**src/rtl/tick_prescaler.sv**
```systemverilog
// Programmable tick prescaler: emits a one-cycle enable pulse every D+1 cycles
// while running, with optional single-tick mode and a guarded divisor load.
module tick_prescaler #(
    parameter int unsigned WIDTH      = 8,
    parameter int unsigned ONESHOT_EN = 1
) (
    input  logic             clk,
    input  logic             reset,
    input  logic             start,
    input  logic             stop,
    input  logic             oneshot,
    input  logic             load,
    input  logic [WIDTH-1:0] div_val,
    output logic             tick,
    output logic             busy,
    output logic [WIDTH-1:0] phase,
    output logic             load_err
);

    typedef enum logic {
        ST_IDLE = 1'b0,
        ST_RUN  = 1'b1
    } state_e;

    state_e             state_q, state_d;
    logic [WIDTH-1:0]   phase_q, phase_d;
    logic [WIDTH-1:0]   div_q, div_d;
    logic               tick_q, tick_d;
    logic               oneshot_q, oneshot_d;
    logic               load_err_q, load_err_d;

    always_ff @(posedge clk) begin
        if (reset) begin
            state_q    <= ST_IDLE;
            phase_q    <= '0;
            div_q      <= '0;
            tick_q     <= 1'b0;
            oneshot_q  <= 1'b0;
            load_err_q <= 1'b0;
        end else begin
            state_q    <= state_d;
            phase_q    <= phase_d;
            div_q      <= div_d;
            tick_q     <= tick_d;
            oneshot_q  <= oneshot_d;
            load_err_q <= load_err_d;
        end
    end

    // tick is registered from the compare on the next phase, so it is high in
    // the very cycle phase shows D; a load coinciding with start is used at once.
    always_comb begin
        state_d    = state_q;
        phase_d    = phase_q;
        div_d      = div_q;
        tick_d     = 1'b0;
        oneshot_d  = oneshot_q;
        load_err_d = 1'b0;
        case (state_q)
            ST_IDLE: begin
                phase_d = '0;
                if (load) begin
                    div_d = div_val;
                end
                if (start) begin
                    state_d   = ST_RUN;
                    tick_d    = (div_d == '0);
                    oneshot_d = oneshot && (ONESHOT_EN != 0);
                end
            end
            ST_RUN: begin
                load_err_d = load;
                if (stop || (oneshot_q && tick_q)) begin
                    state_d = ST_IDLE;
                    phase_d = '0;
                end else begin
                    phase_d = (phase_q == div_q) ? '0 : phase_q + WIDTH'(1);
                    tick_d  = (phase_d == div_q);
                end
            end
            default: begin
                state_d = ST_IDLE;
                phase_d = '0;
            end
        endcase
    end

    assign tick     = tick_q;
    assign busy     = (state_q == ST_RUN);
    assign phase    = phase_q;
    assign load_err = load_err_q;

endmodule
```
**config.mk**
```make
export PLATFORM = sky130hd
export DESIGN_NAME = tick_prescaler
export DESIGN_NICKNAME = d
export VERILOG_FILES = /design/src/rtl/tick_prescaler.sv
export SDC_FILE = /design/constraint.sdc
export NUM_CORES = 1
export LEC_CHECK = 0
export CAP_MARGIN = 40
export CORE_UTILIZATION = 52
export CTS_BUF_LIST = sky130_fd_sc_hd__clkbuf_4
export DETAILED_ROUTE_END_ITERATION = 8
export PLACE_DENSITY = 0.81
export SLEW_MARGIN = 25
export SYNTH_ARGS = -nofsm -noshare
export SYNTH_HDL_FRONTEND = slang
export SYNTH_SLANG_ARGS = --single-unit
```
**constraint.sdc**
```tcl
create_clock -name clk -period 2.4 [get_ports clk]
set_clock_uncertainty 0.1 [all_clocks]
set_input_delay 0.24 -clock clk [delete_from_list [all_inputs] [get_ports clk]]
set_output_delay 0.24 -clock clk [all_outputs]
set_load 0.02 [all_outputs]
```
==> metrics.md <==
| Metric | Value |
|---|---|
| Syn-to-layout area delta | `25.5%` |
| DP HPWL | `about 2200 um` |
| Slew HR | `between 70% and 80%` |
| CTS clk-pin slew, worst paths | `between 0.1 and 0.15 ns` |
| Max_cap viols | `0` |
| Largest net degree at the start of global routing | `13` |
| Site Rows | `16` |
| I/O pin cnt | `25` |
| Min Tclk post-route | `2.22 ns` |
| Post-Syn Area | `roughly 1200 um2` |
| Core area | `between 2000 and 2500 um2` |
| Hold buffers post-CTS | `0` |
| Lkg Pwr | `between 0.5 and 0.6 nW` |
| H-tree depth | `1` |
| Stages on worst setup path | `7` |
| Antenna violations before repair | `0` |
| Core Util, Final | `71.9%` |
| Min setup slack post-route | `between 0.15 and 0.2 ns` |
| Synth Instances | `around 130` |
| DRC | `0` |
| Congestion Overflow GR | `0` |
| Crit-path max FO | `8` |
| Post-CTS sizing | `0` |
| Sw frac | `about 27%` |
| Setup crit start kind | `flip-flop` |
| Least-Margin Pin Slew | `around 0.35 ns` |
| Nets@finish | `around 170` |
| Worst skew pair latency | `~0.30 ns` |
| # diodes | `0` |
| CP endpoint kind | `flip-flop` |
| Clock sinks | `20` |
| CP Data Arrival Time | `roughly 2.4 ns` |
| Hold Crit Class | `reg2reg` |
| ANT nets after route | `0` |
| Share of cells above drive strength 1 | `between 10% and 20%` |
| Initial core utilization | `a little under three fifths` |
| Final wirelength | `~2800 um` |
| Drt pass-1 iters | `4` |
| GP Congestion | `approximately 0.86` |
| Vias in the first global route | `1100` |
| CP top delay family | `simple AND/OR/NAND/NOR gates` |
| Vias/cell | `5.91` |
| Initial DRC Count | `34` |
| Sequential group share of total power | `between 50% and 60%` |
| Critical path class | `reg2reg` |
| Total power | `655 uW` |
| Synth Register Bits | `20` |
| Setup repair after global routing missed its margin | `false` |
| Max Slew Vio Count | `0` |
| Critical Path, Cell by Cell | `ha_1 > nand2_1 > or3_4 > and3_1 > nor4b_2 > o2111ai_1 > a211oi_2` |
| # fillers | `roughly 170` |
| Setup Buffers After CTS | `0` |
| Die H | `49.4 um` |
| Post-synthesis area per instance | `about 8.9 um2` |
| Setup TNS | `0 ns` |
| Total power per unit cell area | `between 400 and 500 nW/um2` |
| Total CTS buffers | `3` |
| Final Cycle Share | `between 90 and 100%` |
| CTS Root Cell | `clkbuf_4` |
| Worst Hold Depth | `2` |
| Die width | `~50 um` |
| Combinational Power Share | `20.5%` |
| Peak VDD IR | `0.000398 V` |
| Setup-failing EPs final | `0` |
| Buf/Inv on CP | `0` |
| CP max-delay cell | `dfxtp_1` |
| CTS Buffer Depth | `2` |
| WP data required | `about 2.5 ns` |
| Via count | `about 1100` |
| DR WL/cell | `about 15 um` |
| Sequential area share after synthesis | `between 30% and 40%` |
| GRT Util Overall | `25.9%` |
| Die area | `around 2400 um2` |
| Final hold violation count | `0` |
| Distinct cells, synth | `45` |
| Clock network power share | `between 20% and 30%` |
| FMAX | `~0.45 GHz` |
| Yosys warning count | `0` |
| Internal power | `about 480 uW` |
| First-pass GRT wire length | `4780 um` |
| R2r worst-path depth | `7` |
| CP max stage delay | `between 0.4 and 0.5 ns` |
| Sw power | `180 uW` |
| Placement Setup Slack | `roughly 0.14 ns` |
| Status | `finished clean` |
| IO buf count | `24` |
| CTS tree | `built` |
| Syn Nets | `146` |
-- worst min-delay path, stage by stage, from the launching register on --
cell     delay [ns]
dfxtp_1        0.36
nand2_1        0.07
nor2_1         0.04
-- power groups by stage --
stage	logic [mW]	registers (mW)	clock network, mW
after floorplan	0.0789	0.367	0
after global placement	0.128	0.369	0
after detailed placement	0.133	0.369	0
after CTS	0.134	0.362	0.162
after global routing	0.147	0.364	0.172
final	0.134	0.362	0.158
-- registers in the layout (all words and copies together), names as in the netlist --
name,cells
div_q,8
phase,8
busy,1
load_err,1
oneshot_q,1
tick,1
-- cell usage after synthesis, drive strengths merged --
master / number / area share, %
dfxtp: 20 / 34
nor2: 20 / 6.4
mux2i: 9 / 7.7
nand2: 8 / 2.6
a21oi: 7 / 3.3
xnor2: 7 / 5.9
xor2: 7 / 5.2
and3: 5 / 2.7
buf: 4 / 2.5
nand3: 4 / 2.6
nand2b: 3 / 1.6
nand4: 3 / 1.6
o21ai: 3 / 1.3
clkbuf: 2 / 0.64
nor3: 2 / 1.3
nor4: 2 / 1.1
nor4b: 2 / 2.6
o21a: 2 / 1.3
or3: 2 / 1.5
or4: 2 / 1.3
a2111oi: 1 / 1.3
a211oi: 1 / 1.1
a21bo: 1 / 0.86
a221oi: 1 / 0.75
a31o: 1 / 0.75
ha: 1 / 1.1
inv: 1 / 0.32
nand3b: 1 / 0.64
nand4b: 1 / 0.75
nor2b: 1 / 0.54
nor3b: 1 / 0.64
o2111ai: 1 / 0.75
o211a: 1 / 0.86
o211ai: 1 / 0.64
o22ai: 1 / 0.54
or2: 1 / 0.54
or4b: 1 / 0.86
-- per-stage QoR --
step / hold slack, ns / area (um2) / instances
4_1_cts: 0.401 / 1470 / 184
6_report: 0.402 / 1470 / 184
3_3_place_gp: 0.385 / 1450 / 181
3_5_place_dp: 0.386 / 1450 / 181
5_1_grt: 0.443 / 1470 / 184
2_1_floorplan: 0.209 / 1170 / 131
-- placed cells by master, fill, tap and decap left out, types with 3 or more instances in the layout --
| cell | Yosys | final |
|---|---|---|
| a21oi_1 | 6 | 6 |
| and3_1 | 5 | 5 |
| buf_4 | 1 | 5 |
| clkbuf_4 | 0 | 3 |
| clkdlybuf4s50_1 | 0 | 24 |
| dfxtp_1 | 20 | 20 |
| mux2i_1 | 9 | 9 |
| nand2_1 | 8 | 8 |
| nand2b_1 | 3 | 3 |
| nand4_1 | 3 | 3 |
| nor2_1 | 20 | 20 |
| xnor2_1 | 6 | 6 |
| xor2_1 | 7 | 7 |
-- layer usage --
metal | wire [um] | GRT usage, % | vias to the layer above
li1 | - | - | 526
met1 | 1200 | 29.8 | 511
met2 | 1420 | 44.7 | 38
met3 | 97 | 2.80 | 12
met4 | 98 | 17.1 | 0
met5 | 0 | 0 | -
-- path summary, 6_finish.rpt --
kind                    to  startpoint  slack, ns
setup / recovery      tick    phase[0]       0.18
setup reg to reg      tick    phase[0]       0.18
hold / removal    load_err        busy       0.40
hold reg to reg   load_err        busy       0.40
-- logic make-up after synthesis --
kind of cell    after synthesis  share of synthesized area [%]
simple gates                 59                           29.1
compound gates               21                           13.4
flops                        20                           34.2
xor+xnor                     14                           11.1
mux                           9                           7.70
buf+inv                       7                           3.42
fa+ha+maj                     1                           1.07
-- area by class of cell --
class	instances	area, um2	area share (%)
Clock buffer	3	22.5	1.53
Inverter	1	3.75	0.256
Multi-Input combinational cell	104	729	49.7
Sequential cell	20	400	27.3
Tap cell	27	33.8	2.30
Timing Repair Buffer	29	278	18.9
(Power assumes the default switching activity.)
